$ cat config.mk
export PLATFORM = sky130hd
export DESIGN_NAME = lsu_byte_master_flat
export DESIGN_NICKNAME = d
export VERILOG_FILES = /design/src/rtl/lsu_pkg.sv /design/src/rtl/lsu_byte_master_if.sv /design/src/rtl/lsu_load_ext.sv /design/src/rtl/lsu_byte_master.sv /design/src/flat_wrapper.sv
export SDC_FILE = /design/constraint.sdc
export NUM_CORES = 1
export LEC_CHECK = 0
export BUFFER_PORTS_ARGS = -buffer_cell sky130_fd_sc_hd__buf_2
export CAP_MARGIN = 20
export CORE_MARGIN = 2
export CORE_UTILIZATION = 40
export CTS_BUF_LIST = sky130_fd_sc_hd__clkbuf_8 sky130_fd_sc_hd__clkbuf_16
export DETAILED_ROUTE_END_ITERATION = 16
export SETUP_SLACK_MARGIN = 0.2
export SYNTH_ARGS = -nofsm -noshare
export SYNTH_HDL_FRONTEND = slang
export SYNTH_SLANG_ARGS = --single-unit
$ cat constraint.sdc
create_clock -name clk -period 8.5 [get_ports clk]
set_input_delay 1.7 -clock clk [delete_from_list [all_inputs] [get_ports clk]]
set_output_delay 1.7 -clock clk [all_outputs]
set_load 0.1 [all_outputs]
$ cat src/rtl/lsu_pkg.sv
// Shared definitions for the byte-serial load/store unit: func3 codes,
// FSM state encoding and access-size helpers.
package lsu_pkg;

   localparam logic [2:0] F3_B  = 3'b000;
   localparam logic [2:0] F3_H  = 3'b001;
   localparam logic [2:0] F3_W  = 3'b010;
   localparam logic [2:0] F3_BU = 3'b100;
   localparam logic [2:0] F3_HU = 3'b101;

   typedef enum logic [1:0] {
      StIdle,
      StIssue,
      StDrain,
      StResp
   } lsu_state_e;

   // Number of bytes moved for a given width code (1, 2 or 4).
   function automatic logic [2:0] byte_count(input logic [2:0] func3);
      logic [2:0] n;
      case (func3[1:0])
         2'b00:   n = 3'd1;
         2'b01:   n = 3'd2;
         default: n = 3'd4;
      endcase
      return n;
   endfunction

   // Index of the final byte; fits the 2-bit byte counter.
   function automatic logic [1:0] last_byte(input logic [2:0] func3);
      return 2'(byte_count(func3) - 3'd1);
   endfunction

   // Legal width code for the direction and naturally aligned address.
   function automatic logic req_legal(input logic       we,
                                      input logic [2:0] func3,
                                      input logic [1:0] addr_lo);
      logic ok;
      case (func3)
         F3_B:    ok = 1'b1;
         F3_H:    ok = ~addr_lo[0];
         F3_W:    ok = (addr_lo == 2'b00);
         F3_BU:   ok = ~we;
         F3_HU:   ok = ~we & ~addr_lo[0];
         default: ok = 1'b0;
      endcase
      return ok;
   endfunction

endpackage

$ cat src/rtl/lsu_byte_master_if.sv
// Core-side request/response and memory-side byte port of the load/store unit.
interface lsu_byte_master_if #(
   parameter int unsigned ADDR_W = 32
);
   logic              req_valid;
   logic              req_ready;
   logic              req_we;
   logic [ADDR_W-1:0] req_addr;
   logic [2:0]        req_func3;
   logic [31:0]       req_wdata;

   logic              resp_valid;
   logic [31:0]       resp_rdata;
   logic              resp_error;

   logic              mem_en;
   logic              mem_we;
   logic [ADDR_W-1:0] mem_addr;
   logic [7:0]        mem_wdata;
   logic [7:0]        mem_rdata;

   // The load/store unit itself.
   modport master (
      input  req_valid, req_we, req_addr, req_func3, req_wdata, mem_rdata,
      output req_ready, resp_valid, resp_rdata, resp_error,
             mem_en, mem_we, mem_addr, mem_wdata
   );

   // Core plus memory environment around the unit.
   modport slave (
      output req_valid, req_we, req_addr, req_func3, req_wdata, mem_rdata,
      input  req_ready, resp_valid, resp_rdata, resp_error,
             mem_en, mem_we, mem_addr, mem_wdata
   );

endinterface

$ cat src/rtl/lsu_load_ext.sv
// Sign/zero extension of an assembled little-endian load word by func3.
module lsu_load_ext
   import lsu_pkg::*;
(
   input  logic [2:0]  func3,
   input  logic [31:0] word,
   output logic [31:0] ext
);

   // func3[2] selects zero extension; word loads pass through.
   always_comb begin
      ext = word;
      case (func3[1:0])
         2'b00:   ext = {{24{word[7] & ~func3[2]}}, word[7:0]};
         2'b01:   ext = {{16{word[15] & ~func3[2]}}, word[15:0]};
         default: ext = word;
      endcase
   end

endmodule

$ cat src/rtl/lsu_byte_master.sv
// Byte-serial load/store initiator: accepts one RV32I load/store, checks
// alignment, issues 1/2/4 little-endian byte accesses and returns a single
// response pulse. All outputs come straight from registers.
module lsu_byte_master
   import lsu_pkg::*;
#(
   parameter int unsigned ADDR_W = 32
) (
   input logic                clk,
   input logic                rst,
   lsu_byte_master_if.master  bus
);

   lsu_state_e        state_q;
   logic              we_q;
   logic [2:0]        func3_q;
   logic [ADDR_W-1:0] addr_q;
   logic [31:0]       wdata_q;
   logic [1:0]        k_q;
   logic [31:0]       asm_q;

   logic              ready_q;
   logic              resp_valid_q;
   logic              resp_error_q;
   logic [31:0]       resp_rdata_q;
   logic              mem_en_q;
   logic              mem_we_q;
   logic [ADDR_W-1:0] mem_addr_q;
   logic [7:0]        mem_wdata_q;

   logic [1:0]        last_k;
   logic [1:0]        k_next;
   logic [1:0]        cap_idx;
   logic [31:0]       asm_next;
   logic [31:0]       ext_word;

   assign last_k = last_byte(func3_q);
   assign k_next = k_q + 2'd1;
   // Read data lags its strobe by one cycle; DRAIN holds k at the last byte.
   assign cap_idx = (state_q == StDrain) ? k_q : k_q - 2'd1;

   // Assembly word with the byte arriving this cycle merged in.
   always_comb begin
      asm_next = asm_q;
      asm_next[{cap_idx, 3'b000} +: 8] = bus.mem_rdata;
   end

   lsu_load_ext u_ext (
      .func3 (func3_q),
      .word  (asm_next),
      .ext   (ext_word)
   );

   assign bus.req_ready  = ready_q;
   assign bus.resp_valid = resp_valid_q;
   assign bus.resp_error = resp_error_q;
   assign bus.resp_rdata = resp_rdata_q;
   assign bus.mem_en     = mem_en_q;
   assign bus.mem_we     = mem_we_q;
   assign bus.mem_addr   = mem_addr_q;
   assign bus.mem_wdata  = mem_wdata_q;

   // Control FSM with registered outputs, byte counter and load assembly.
   always_ff @(posedge clk or posedge rst) begin
      if (rst) begin
         state_q      <= StIdle;
         we_q         <= 1'b0;
         func3_q      <= 3'b000;
         addr_q       <= '0;
         wdata_q      <= '0;
         k_q          <= 2'd0;
         asm_q        <= '0;
         ready_q      <= 1'b1;
         resp_valid_q <= 1'b0;
         resp_error_q <= 1'b0;
         resp_rdata_q <= '0;
         mem_en_q     <= 1'b0;
         mem_we_q     <= 1'b0;
         mem_addr_q   <= '0;
         mem_wdata_q  <= '0;
      end else begin
         unique case (state_q)
            StIdle: begin
               if (bus.req_valid) begin
                  we_q    <= bus.req_we;
                  func3_q <= bus.req_func3;
                  addr_q  <= bus.req_addr;
                  wdata_q <= bus.req_wdata;
                  k_q     <= 2'd0;
                  asm_q   <= '0;
                  ready_q <= 1'b0;
                  if (req_legal(bus.req_we, bus.req_func3, bus.req_addr[1:0])) begin
                     state_q     <= StIssue;
                     mem_en_q    <= 1'b1;
                     mem_we_q    <= bus.req_we;
                     mem_addr_q  <= bus.req_addr;
                     mem_wdata_q <= bus.req_wdata[7:0];
                  end else begin
                     // Rejected requests never touch the memory port.
                     state_q      <= StResp;
                     resp_valid_q <= 1'b1;
                     resp_error_q <= 1'b1;
                     resp_rdata_q <= '0;
                  end
               end
            end
            StIssue: begin
               if (!we_q && k_q != 2'd0) begin
                  asm_q <= asm_next;
               end
               if (k_q == last_k) begin
                  mem_en_q <= 1'b0;
                  mem_we_q <= 1'b0;
                  if (we_q) begin
                     state_q      <= StResp;
                     resp_valid_q <= 1'b1;
                  end else begin
                     state_q <= StDrain;
                  end
               end else begin
                  k_q         <= k_next;
                  mem_addr_q  <= addr_q + ADDR_W'(k_next);
                  mem_wdata_q <= wdata_q[{k_next, 3'b000} +: 8];
               end
            end
            StDrain: begin
               asm_q        <= asm_next;
               resp_rdata_q <= ext_word;
               resp_valid_q <= 1'b1;
               state_q      <= StResp;
            end
            StResp: begin
               resp_valid_q <= 1'b0;
               resp_error_q <= 1'b0;
               resp_rdata_q <= '0;
               ready_q      <= 1'b1;
               state_q      <= StIdle;
            end
            default: state_q <= StIdle;
         endcase
      end
   end

endmodule

$ cat src/flat_wrapper.sv
// flat-port wrapper written by rule: the top's interface ports become plain ports
module lsu_byte_master_flat import lsu_pkg::*;
#(
   parameter int unsigned ADDR_W = 32
)
  (clk, rst, bus_req_valid, bus_req_we, bus_req_addr, bus_req_func3, bus_req_wdata, bus_mem_rdata, bus_req_ready, bus_resp_valid, bus_resp_rdata, bus_resp_error, bus_mem_en, bus_mem_we, bus_mem_addr, bus_mem_wdata);
  lsu_byte_master_if #(.ADDR_W(ADDR_W)) bus_i ();
  input logic clk;
  input logic rst;
  input wire logic [$bits(bus_i.req_valid)-1:0] bus_req_valid;
  input wire logic [$bits(bus_i.req_we)-1:0] bus_req_we;
  input wire logic [$bits(bus_i.req_addr)-1:0] bus_req_addr;
  input wire logic [$bits(bus_i.req_func3)-1:0] bus_req_func3;
  input wire logic [$bits(bus_i.req_wdata)-1:0] bus_req_wdata;
  input wire logic [$bits(bus_i.mem_rdata)-1:0] bus_mem_rdata;
  output wire logic [$bits(bus_i.req_ready)-1:0] bus_req_ready;
  output wire logic [$bits(bus_i.resp_valid)-1:0] bus_resp_valid;
  output wire logic [$bits(bus_i.resp_rdata)-1:0] bus_resp_rdata;
  output wire logic [$bits(bus_i.resp_error)-1:0] bus_resp_error;
  output wire logic [$bits(bus_i.mem_en)-1:0] bus_mem_en;
  output wire logic [$bits(bus_i.mem_we)-1:0] bus_mem_we;
  output wire logic [$bits(bus_i.mem_addr)-1:0] bus_mem_addr;
  output wire logic [$bits(bus_i.mem_wdata)-1:0] bus_mem_wdata;
  assign bus_i.req_valid = bus_req_valid;
  assign bus_i.req_we = bus_req_we;
  assign bus_i.req_addr = bus_req_addr;
  assign bus_i.req_func3 = bus_req_func3;
  assign bus_i.req_wdata = bus_req_wdata;
  assign bus_i.mem_rdata = bus_mem_rdata;
  assign bus_req_ready = bus_i.req_ready;
  assign bus_resp_valid = bus_i.resp_valid;
  assign bus_resp_rdata = bus_i.resp_rdata;
  assign bus_resp_error = bus_i.resp_error;
  assign bus_mem_en = bus_i.mem_en;
  assign bus_mem_we = bus_i.mem_we;
  assign bus_mem_addr = bus_i.mem_addr;
  assign bus_mem_wdata = bus_i.mem_wdata;
  lsu_byte_master #(.ADDR_W(ADDR_W)) u_core (.clk(clk), .rst(rst), .bus(bus_i));
endmodule
==> results.ini, run 1 <==
[logic_synthesis]
yosysTopAreaCellShare = 0.495
synthSimpleGateAreaFrac = 0.128
synth_top_family_by_area = compound AO/OA/AOI/OAI gates
synth_cells = 870
syn_nets = 962
synth_adder_area_share = 0.0187
synth_edf_count = 0
synth.area.mux_share = 0.127
synthTopCellsByArea = dfrtp_1 50%, mux2_2 8.4%, nand2_1 5.1%
yosysTopAreaCell = dfrtp_1
ys_seq_area_frac = 0.498
yosys_register_bits = 181
syn_area_sq_um = 9090
synth_compound_area_frac = 0.171
synth.distinct_cells = 59
synth_area_per_cell_sq_um = 10.5
yosys_warnings = 0
async_flop_share = 1.00
ys.flop_type = dfrtp_1
yosys.area_share.xor_xnor = 0.0202

[global_route]
first_global_vias = 6970
antenna_found_initial = 5
grt_util_all_layers = 0.200
grt-ovfl-total = 0
grt_max_degree = 77
grt_pass1_wl_um = 38000

[setup_path]
worstPathMaxFanout = 19
required_ns = 8.77
end_kind = flip-flop
regToRegSetupSlack_ns = 4.28
crit_type = flip-flop to flip-flop
worstPathArrival_ns = 4.49
setup.worst_path.start_class = flip-flop

[layout]
final_common_cell = dfrtp_1
utilization = 0.472
mostFrequentLayoutCells = 180 x dfrtp_1, 155 x buf_2, 123 x nand2_1, 72 x o21ai_0, 68 x mux2_2
fin_area_sq_um = 10600
multi_input_area_sq_um = 4250
fillers = 2158
regArea_sq_um = 4530
post_route_cells_drive_above_1_share = 0.285
fin_nets = 1081
flow.area_growth_from_synthesis_pct = 16.8

[clocking]
cts_resized = 0
htreeDepth = 4
cts_tree = built
post_cts_buffers = 0
cts_hold_buf = 0
root_buffer = clkbuf_16
numCtsBuffers = 17
cts.sinks = 181
clkLatencyLatePin_ns = 0.43
path_clk_slew_ns = 0.07
cts_max_path_buffers = 2

[sta]
fin_tns_setup_ns = 0
period_share = 0.497
skew_ns = 0.0194
maxSlewHeadroom = 0.321
worstMarginPinSlew_ns = 1.02
rsz0062_at_grt = no
maxSlewViolCount = 0
max_freq_ghz = 0.237
setup_viol = 0
holdWs_ns = 0.465
hold_viol = 0
min_period_ns = 4.22

[die]
fp-row-count = 55
dieWidth_um = 155
die_h_um = 155
core-area_sq_um = 22500
start_util = 0.404
die_area_sq_um = 24000
ioPinCount = 156

[place]
dp_hpwl_um = 15800
place_area_sq_um = 10000
port_buffers = 155
gp_congestion = 0.807

[routing]
vias = 7112
post_drt_wl_per_cell_um = 18.1
drc = 0
drtIter0Drc = 423
drt_pass1_iterations = 7
postRouteAntennaNets = 0
vias_per_cell = 5.50
drt_wl_total_um = 23400

[job]
cap_violations = 0

[outcome]
status = complete, no violations

[worst_hold_path]
hold_class = flip-flop to flip-flop

==> routing by layer <==
| layer | up-vias | global-route usage | share of wire |
|---|---|---|---|
| met5 | - | 0 | 0.00030 |
| met4 | 2 | 0.0573 | 0.017 |
| met3 | 23 | 0.0642 | 0.068 |
| met2 | 193 | 0.303 | 0.46 |
| met1 | 3477 | 0.275 | 0.46 |
| li1 | 3417 | - | - |
==> critical path, cell delays in order, from the launching register on <==
cell,delay (ns)
dfrtp_1,0.83
inv_1,0.14
ha_1,0.82
o21ai_0,0.32
inv_1,0.14
ha_1,0.39
nor2b_1,0.12
a41oi_1,0.25
o41ai_1,0.13
a31oi_2,0.72
o31ai_1,0.20
==> kinds of logic (layout without fill, tap and decap cells) <==
kind of cell	count (synthesis)	in the layout
flops	181	181
simple gates	246	246
other cells	0	5
xor+xnor	21	21
compound gates	231	231
buf+inv	81	213
fa+ha+maj	13	13
mux	97	97
==> flip-flops by register name, summed over array words and instances (netlist names), 2 cells and up <==
| signal | flops |
|---|---|
| u_core.bus.mem_addr | 32 |
| u_core.state_q | 2 |
| u_core.k_q | 2 |
| u_core.wdata_q | 32 |
| u_core.bus.mem_wdata | 8 |
| u_core.addr_q | 32 |
| u_core.func3_q | 3 |
| u_core.bus.resp_rdata | 32 |
| u_core.asm_q | 32 |
==> Yosys cell counts (all sizes together) (2+ instances only) <==
cell and count:
or3 2, nand3 20, clkbuf 35, nor4 11
and4 6, clkinv 2, xor2 2, nand3b 2
o21ai 85, dfrtp 180, nand2 124, a221oi 16
and3 7, nor2 18, ha 12, a31oi 3
and2 6, nand2b 3, mux2i 21, inv 17
mux4 8, nor3 23, nand4 8, nor2b 10
or2 2, a21oi 23, o211ai 7, buf 27
a21o 10, a22oi 22, a211o 2, o21a 4
o31a 5, o31ai 26, nor3b 2, a22o 18
mux2 68, xnor2 19
==> path summary, 6_finish.rpt <==
check	start	end	cells past startpoint
hold / removal	u_core.asm_q[6]$_DFFE_PP0P_	u_core.asm_q[6]$_DFFE_PP0P_	2
setup reg to reg	u_core.k_q[0]$_DFFE_PP0P_	u_core.bus.resp_rdata[24]$_DFFE_PP0P_	10
max in group asynchronous	rst	u_core.bus.mem_addr[1]$_DFFE_PP0P_	3
hold reg to reg	u_core.asm_q[6]$_DFFE_PP0P_	u_core.asm_q[6]$_DFFE_PP0P_	2
setup / recovery	u_core.k_q[0]$_DFFE_PP0P_	u_core.bus.resp_rdata[24]$_DFFE_PP0P_	10
min in group asynchronous	rst	u_core.wdata_q[26]$_DFFE_PP0P_	2
==> cell type report <==
| cell class | count | area share |
|---|---|---|
| flip-flops and latches | 181 | 0.426 |
| multi-input cells | 608 | 0.400 |
| repair buffers | 162 | 0.0791 |
| clock buffers | 17 | 0.0400 |
| well taps | 285 | 0.0336 |
| clock inverters | 15 | 0.0128 |
| inverters | 19 | 0.00718 |
| diodes | 5 | 0.00118 |
==> stage by stage <==
stage,worst slack (ns),cells
5_1_grt,3.87,1288
6_report,4.28,1292
3_5_place_dp,4.16,1254
3_3_place_gp,4.31,1254
2_1_floorplan,1.89,870
4_1_cts,4.15,1286
Power of run 1 is left out: the tool's default activity adds up to more than one toggle a clock period on the data nets, which glitch-free logic cannot reach.
==> inputs of run 2 (changes only) <==
Clock period 8.5 ns to 3.64 ns, I/O delays scaled along.
==> results.ini, run 2 (synthesized netlist as in run 1, its figures left out) <==
[setup_path]
rr_startpoint = u_core.state_q[0]$_DFFE_PP0P_  ; was u_core.k_q[0]$_DFFE_PP0P_
worstPathMaxFanout = 13  ; was 19
worstPathArrival_ns = 3.57  ; was 4.49 ns
crit_type = flip-flop to flip-flop  ; unchanged
r2r_end = u_core.asm_q[20]$_DFFE_PP0P_  ; was u_core.bus.resp_rdata[24]$_DFFE_PP0P_
rr_worst_depth = 9  ; was 10
cp-startpoint = u_core.state_q[0]$_DFFE_PP0P_  ; was u_core.k_q[0]$_DFFE_PP0P_
required_ns = 4.00  ; was 8.77 ns
regToRegSetupSlack_ns = 0.43  ; was 4.28 ns
setup.worst_path.start_class = flip-flop  ; unchanged
end_kind = flip-flop  ; unchanged

[sta]
maxSlewHeadroom = 0.388  ; was 0.321
maxSlewViolCount = 0  ; unchanged
skew_ns = 0.0154  ; was 0.0194 ns
setup_viol = 0  ; unchanged
hold_viol = 0  ; unchanged
period_share = 0.882  ; was 0.497
worstMarginPinSlew_ns = 0.910  ; was 1.02 ns
fin_tns_setup_ns = 0  ; unchanged
rsz0062_at_grt = no  ; unchanged
min_period_ns = 3.21  ; was 4.22 ns
max_freq_ghz = 0.312  ; was 0.237 GHz

[routing]
postRouteAntennaNets = 0  ; unchanged
drt_wl_total_um = 23100  ; was 23400 um
drc = 0  ; unchanged
post_drt_wl_per_cell_um = 17.8  ; was 18.1 um
vias_per_cell = 5.45  ; was 5.50
drtIter0Drc = 399  ; was 423
drt_pass1_iterations = 5  ; was 7
vias = 7082  ; was 7112

[layout]
flow.area_growth_from_synthesis_pct = 18.2  ; was 16.8%
utilization = 0.478  ; was 0.472
post_route_cells_drive_above_1_share = 0.291  ; was 0.285
regArea_sq_um = 4530  ; unchanged
mostFrequentLayoutCells = 180 x dfrtp_1, 155 x buf_2, 123 x nand2_1, 72 x o21ai_0, 68 x mux2_2  ; unchanged
fillers = 2134  ; was 2158
fin_nets = 1091  ; was 1081
multi_input_area_sq_um = 4250  ; unchanged
final_common_cell = dfrtp_1  ; unchanged

[clocking]
clkLatencyLatePin_ns = 0.43  ; about the same
htreeDepth = 4  ; unchanged
cts.sinks = 181  ; unchanged
cts_hold_buf = 0  ; unchanged
cts_max_path_buffers = 2  ; unchanged
cts_tree = built  ; unchanged
post_cts_buffers = 0  ; unchanged
numCtsBuffers = 17  ; unchanged
cts_resized = 0  ; unchanged
path_clk_slew_ns = 0.07  ; about the same
root_buffer = clkbuf_16  ; unchanged

[die]
dieWidth_um = 155  ; unchanged
ioPinCount = 156  ; unchanged
start_util = 0.404  ; unchanged
fp-row-count = 55  ; unchanged
core-area_sq_um = 22500  ; unchanged
die_area_sq_um = 24000  ; unchanged
die_h_um = 155  ; unchanged

[global_route]
grt_pass1_wl_um = 37100  ; was 38000 um
top_usage_layer = met2  ; unchanged
grt_max_degree = 55  ; was 77
grt_util_all_layers = 0.194  ; was 0.200
first_global_vias = 6963  ; was 6970
antenna_found_initial = 7  ; was 5
grt_util_met3 = 0.0591  ; was 0.0642
grt_use_met1 = 0.262  ; was 0.275
grt-ovfl-total = 0  ; unchanged
use_met2 = 0.310  ; was 0.303

[place]
port_buffers = 155  ; unchanged
dp_hpwl_um = 16000  ; was 15800 um
gp_congestion = 0.766  ; was 0.807

[outcome]
status = complete, no violations  ; unchanged

[worst_hold_path]
hold_class = primary input to asynchronous set/reset pin  ; was flip-flop to flip-flop

[job]
cap_violations = 0  ; unchanged

-- run 2: cell types whose count changed in the layout (fill, tap and decap cells not counted) --
cell        delta
buf_4          +9
buf_12         +1
inv_8          -4
diode_2        -1
bufinv_16      +3
inv_6          -1
clkbuf_8       +1
clkinvlp_4     -2
clkinv_4       +1
-- run 2: per-layer routing --
| layer | wire length [um] | part of all wire |
|---|---|---|
| met1 | 10600 | 0.46 |
| met2 | 10600 | 0.46 |
| met3 | 1580 | 0.068 |
| met4 | 274 | 0.012 |
| met5 | 37 | 0.0016 |
-- run 2: cell type report --
type	instances	area share
clock buffers	18	0.0408
well taps	285	0.0332
inverters	19	0.00698
diodes	4	0.000931
clock inverters	12	0.0156
flip-flops and latches	181	0.421
multi-input cells	608	0.395
repair buffers	172	0.0863
-- run 2: through the flow --
| stage | std cells | hold WS (ns) | instance area (sq um) | setup slack, ns |
|---|---|---|---|---|
| 5_1_grt | 1296 | 0.491 | 10700 | 0.246 |
| 3_5_place_dp | 1265 | 0.451 | 10100 | 0.493 |
| 3_3_place_gp | 1265 | 0.441 | 10100 | 0.581 |
| 4_1_cts | 1295 | 0.468 | 10700 | 0.482 |
| 2_1_floorplan | 870 | 0.430 | 9100 | 0.327 |
| 6_report | 1299 | 0.466 | 10800 | 0.431 |
-- run 2: worst max path at each step --
stage | end | cells past startpoint
after global placement | u_core.asm_q[20]$_DFFE_PP0P_ | 9
after CTS | u_core.bus.resp_rdata[23]$_DFFE_PP0P_ | 10
after floorplan | u_core.bus.resp_rdata[16]$_DFFE_PP0P_ | 14
after global routing | u_core.bus.resp_rdata[26]$_DFFE_PP0P_ | 10
final | u_core.asm_q[20]$_DFFE_PP0P_ | 9
after detailed placement | u_core.asm_q[17]$_DFFE_PP0P_ | 9
-- run 2: worst max-delay path: stages (launching register included) --
cell and delay (ns):
dfrtp_1 0.40, inv_1 0.16, ha_1 0.45, xor2_1 0.37, ha_1 0.32, nor2_1 0.22
and3_1 0.40, nor2b_1 0.50, a22o_1 0.21, a22o_1 0.11
Power of run 2 is left out for the same reason.
==> inputs of run 3 (changes only) <==
Settings changed: CELL_PAD_IN_SITES_DETAIL_PLACEMENT from default to 2, CELL_PAD_IN_SITES_GLOBAL_PLACEMENT from default to 2, CORE_UTILIZATION 40 to 33, PLACE_DENSITY_LB_ADDON from default to 0.1.
==> results.ini, run 3 (synthesized netlist as in run 1, its figures left out) <==
[outcome]
status = complete, no violations  ; unchanged

[global_route]
grt-ovfl-total = 0  ; unchanged
grt_util_all_layers = 0.198  ; was 0.194
antenna_found_initial = 0  ; was 7
grt_max_degree = 128  ; was 55
grt_pass1_wl_um = 44800  ; was 37100 um
first_global_vias = 7944  ; was 6963

[layout]
utilization = 0.400  ; was 0.478
post_route_cells_drive_above_1_share = 0.295  ; was 0.291
insertedDiodeCount = 0  ; was 4
mostFrequentLayoutCells = 180 x dfrtp_1, 155 x buf_2, 123 x nand2_1, 72 x o21ai_0, 68 x mux2_2  ; unchanged
flow.area_growth_from_synthesis_pct = 18.9  ; was 18.2%
final_common_cell = dfrtp_1  ; unchanged
stdcell_count = 1357  ; was 1299
fin_nets = 1095  ; was 1091

[routing]
postRouteAntennaNets = 0  ; unchanged
drc = 0  ; unchanged
post_drt_wl_per_cell_um = 20.4  ; was 17.8 um
vias_per_cell = 5.43  ; was 5.45
vias = 7367  ; was 7082
drt_wl_total_um = 27600  ; was 23100 um
drt_pass1_iterations = 4  ; was 5
drtIter0Drc = 350  ; was 399

[setup_path]
crit_path_cell_trace = inv_1 -> ha_2 -> xor2_1 -> ha_1 -> nor2_1 -> a41oi_1 -> o41ai_1 -> a31oi_2 -> buf_4 -> o31ai_1  ; was inv_1 -> ha_1 -> xor2_1 -> ha_1 -> nor2_1 -> and3_1 -> nor2b_1 -> a22o_1 -> a22o_1
path_buf_inv = 2  ; was 1
setup.worst_path.start_class = flip-flop  ; unchanged
cp_slowest_cell = dfrtp_1  ; was nor2b_1
worstPathArrival_ns = 3.39  ; was 3.57 ns
cpPeakStageDelay_ns = 0.40  ; was 0.50 ns
end_kind = flip-flop  ; unchanged
worstPathMaxFanout = 16  ; was 13
crit_family = compound AO/OA/AOI/OAI gates  ; was simple AND/OR/NAND/NOR gates
required_ns = 3.98  ; was 4.00 ns
crit_type = flip-flop to flip-flop  ; unchanged

[die]
core-area_sq_um = 27000  ; was 22500 sq um
die_area_sq_um = 28900  ; was 24000 sq um
ioPinCount = 156  ; unchanged
fp-row-count = 60  ; was 55
dieWidth_um = 170  ; was 155 um
die_h_um = 170  ; was 155 um
start_util = 0.337  ; was 0.404

[clocking]
cts_hold_buf = 0  ; unchanged
numCtsBuffers = 17  ; unchanged
cts.sinks = 181  ; unchanged
cts_max_path_buffers = 2  ; unchanged
clkLatencyLatePin_ns = 0.44  ; was 0.43 ns
htreeDepth = 4  ; unchanged
cts_tree = built  ; unchanged
path_clk_slew_ns = 0.08  ; was 0.07 ns
root_buffer = clkbuf_16  ; unchanged

[sta]
rsz0062_at_grt = no  ; unchanged
skew_ns = 0.0172  ; was 0.0154 ns
hold_viol = 0  ; unchanged
maxSlewViolCount = 0  ; unchanged
fin_tns_setup_ns = 0  ; unchanged
max_freq_ghz = 0.329  ; was 0.312 GHz
min_period_ns = 3.04  ; was 3.21 ns
worstMarginPinSlew_ns = 0.932  ; was 0.910 ns
period_share = 0.836  ; was 0.882
maxSlewHeadroom = 0.376  ; was 0.388
setup_viol = 0  ; unchanged

[worst_hold_path]
hold_class = flip-flop to flip-flop  ; was primary input to asynchronous set/reset pin

[place]
gp_congestion = 0.763  ; was 0.766
dp.cells = 1325  ; was 1265
dp_hpwl_um = 19900  ; was 16000 um
port_buffers = 155  ; unchanged

[job]
cap_violations = 0  ; unchanged

## run 3: final timing paths
kind | from | slack (ns) | cells past startpoint | to
min in group asynchronous | rst | 0.49 | 3 | u_core.wdata_q[23]$_DFFE_PP0P_
hold / removal | u_core.bus.resp_rdata[7]$_DFFE_PP0P_ | 0.47 | 2 | u_core.bus.resp_rdata[7]$_DFFE_PP0P_
setup reg to reg | u_core.state_q[0]$_DFFE_PP0P_ | 0.60 | 10 | u_core.bus.resp_rdata[16]$_DFFE_PP0P_
hold reg to reg | u_core.bus.resp_rdata[7]$_DFFE_PP0P_ | 0.47 | 2 | u_core.bus.resp_rdata[7]$_DFFE_PP0P_
max in group asynchronous | rst | 2.59 | 3 | u_core.asm_q[14]$_DFFE_PP0P_
setup / recovery | u_core.state_q[0]$_DFFE_PP0P_ | 0.60 | 10 | u_core.bus.resp_rdata[16]$_DFFE_PP0P_
## run 3: area by class of cell
| cell class | count | area, sq um |
|---|---|---|
| clock buffer | 17 | 425 |
| clock inverter | 15 | 163 |
| fill | 2925 | 16200 |
| inverter | 19 | 75.1 |
| multi-input combinational | 608 | 4250 |
| sequential | 181 | 4530 |
| tap | 341 | 427 |
| timing repair buffer | 176 | 946 |
## run 3: metal layers
layer	up-vias	routed length, um	global-route usage
met5	-	0	0
met4	0	337	0.0435
met3	19	854	0.0330
met2	130	13500	0.336
met1	3787	13000	0.267
li1	3431	-	-
## run 3: timing repair
action                                 in CTS  in global routing
endpoints found under the hold margin       0                  0
setup buffers                               0                  0
gates resized for setup                     0                  1
setup endpoints to repair                   0                  5
## run 3: worst min-delay path: stages (launching register included)
cell and delay (ns):
dfrtp_1 0.34, nand2_1 0.05, nand2_1 0.05
## run 3: metrics by stage
stage	area [sq um]	hold WS, ns	setup WS, ns
floorplan	9100	0.430	0.327
global placement	10200	0.452	0.589
detailed placement	10200	0.456	0.436
CTS	10800	0.472	0.431
global route	10800	0.494	0.321
finish	10800	0.467	0.598
Power of run 3 is left out for the same reason.
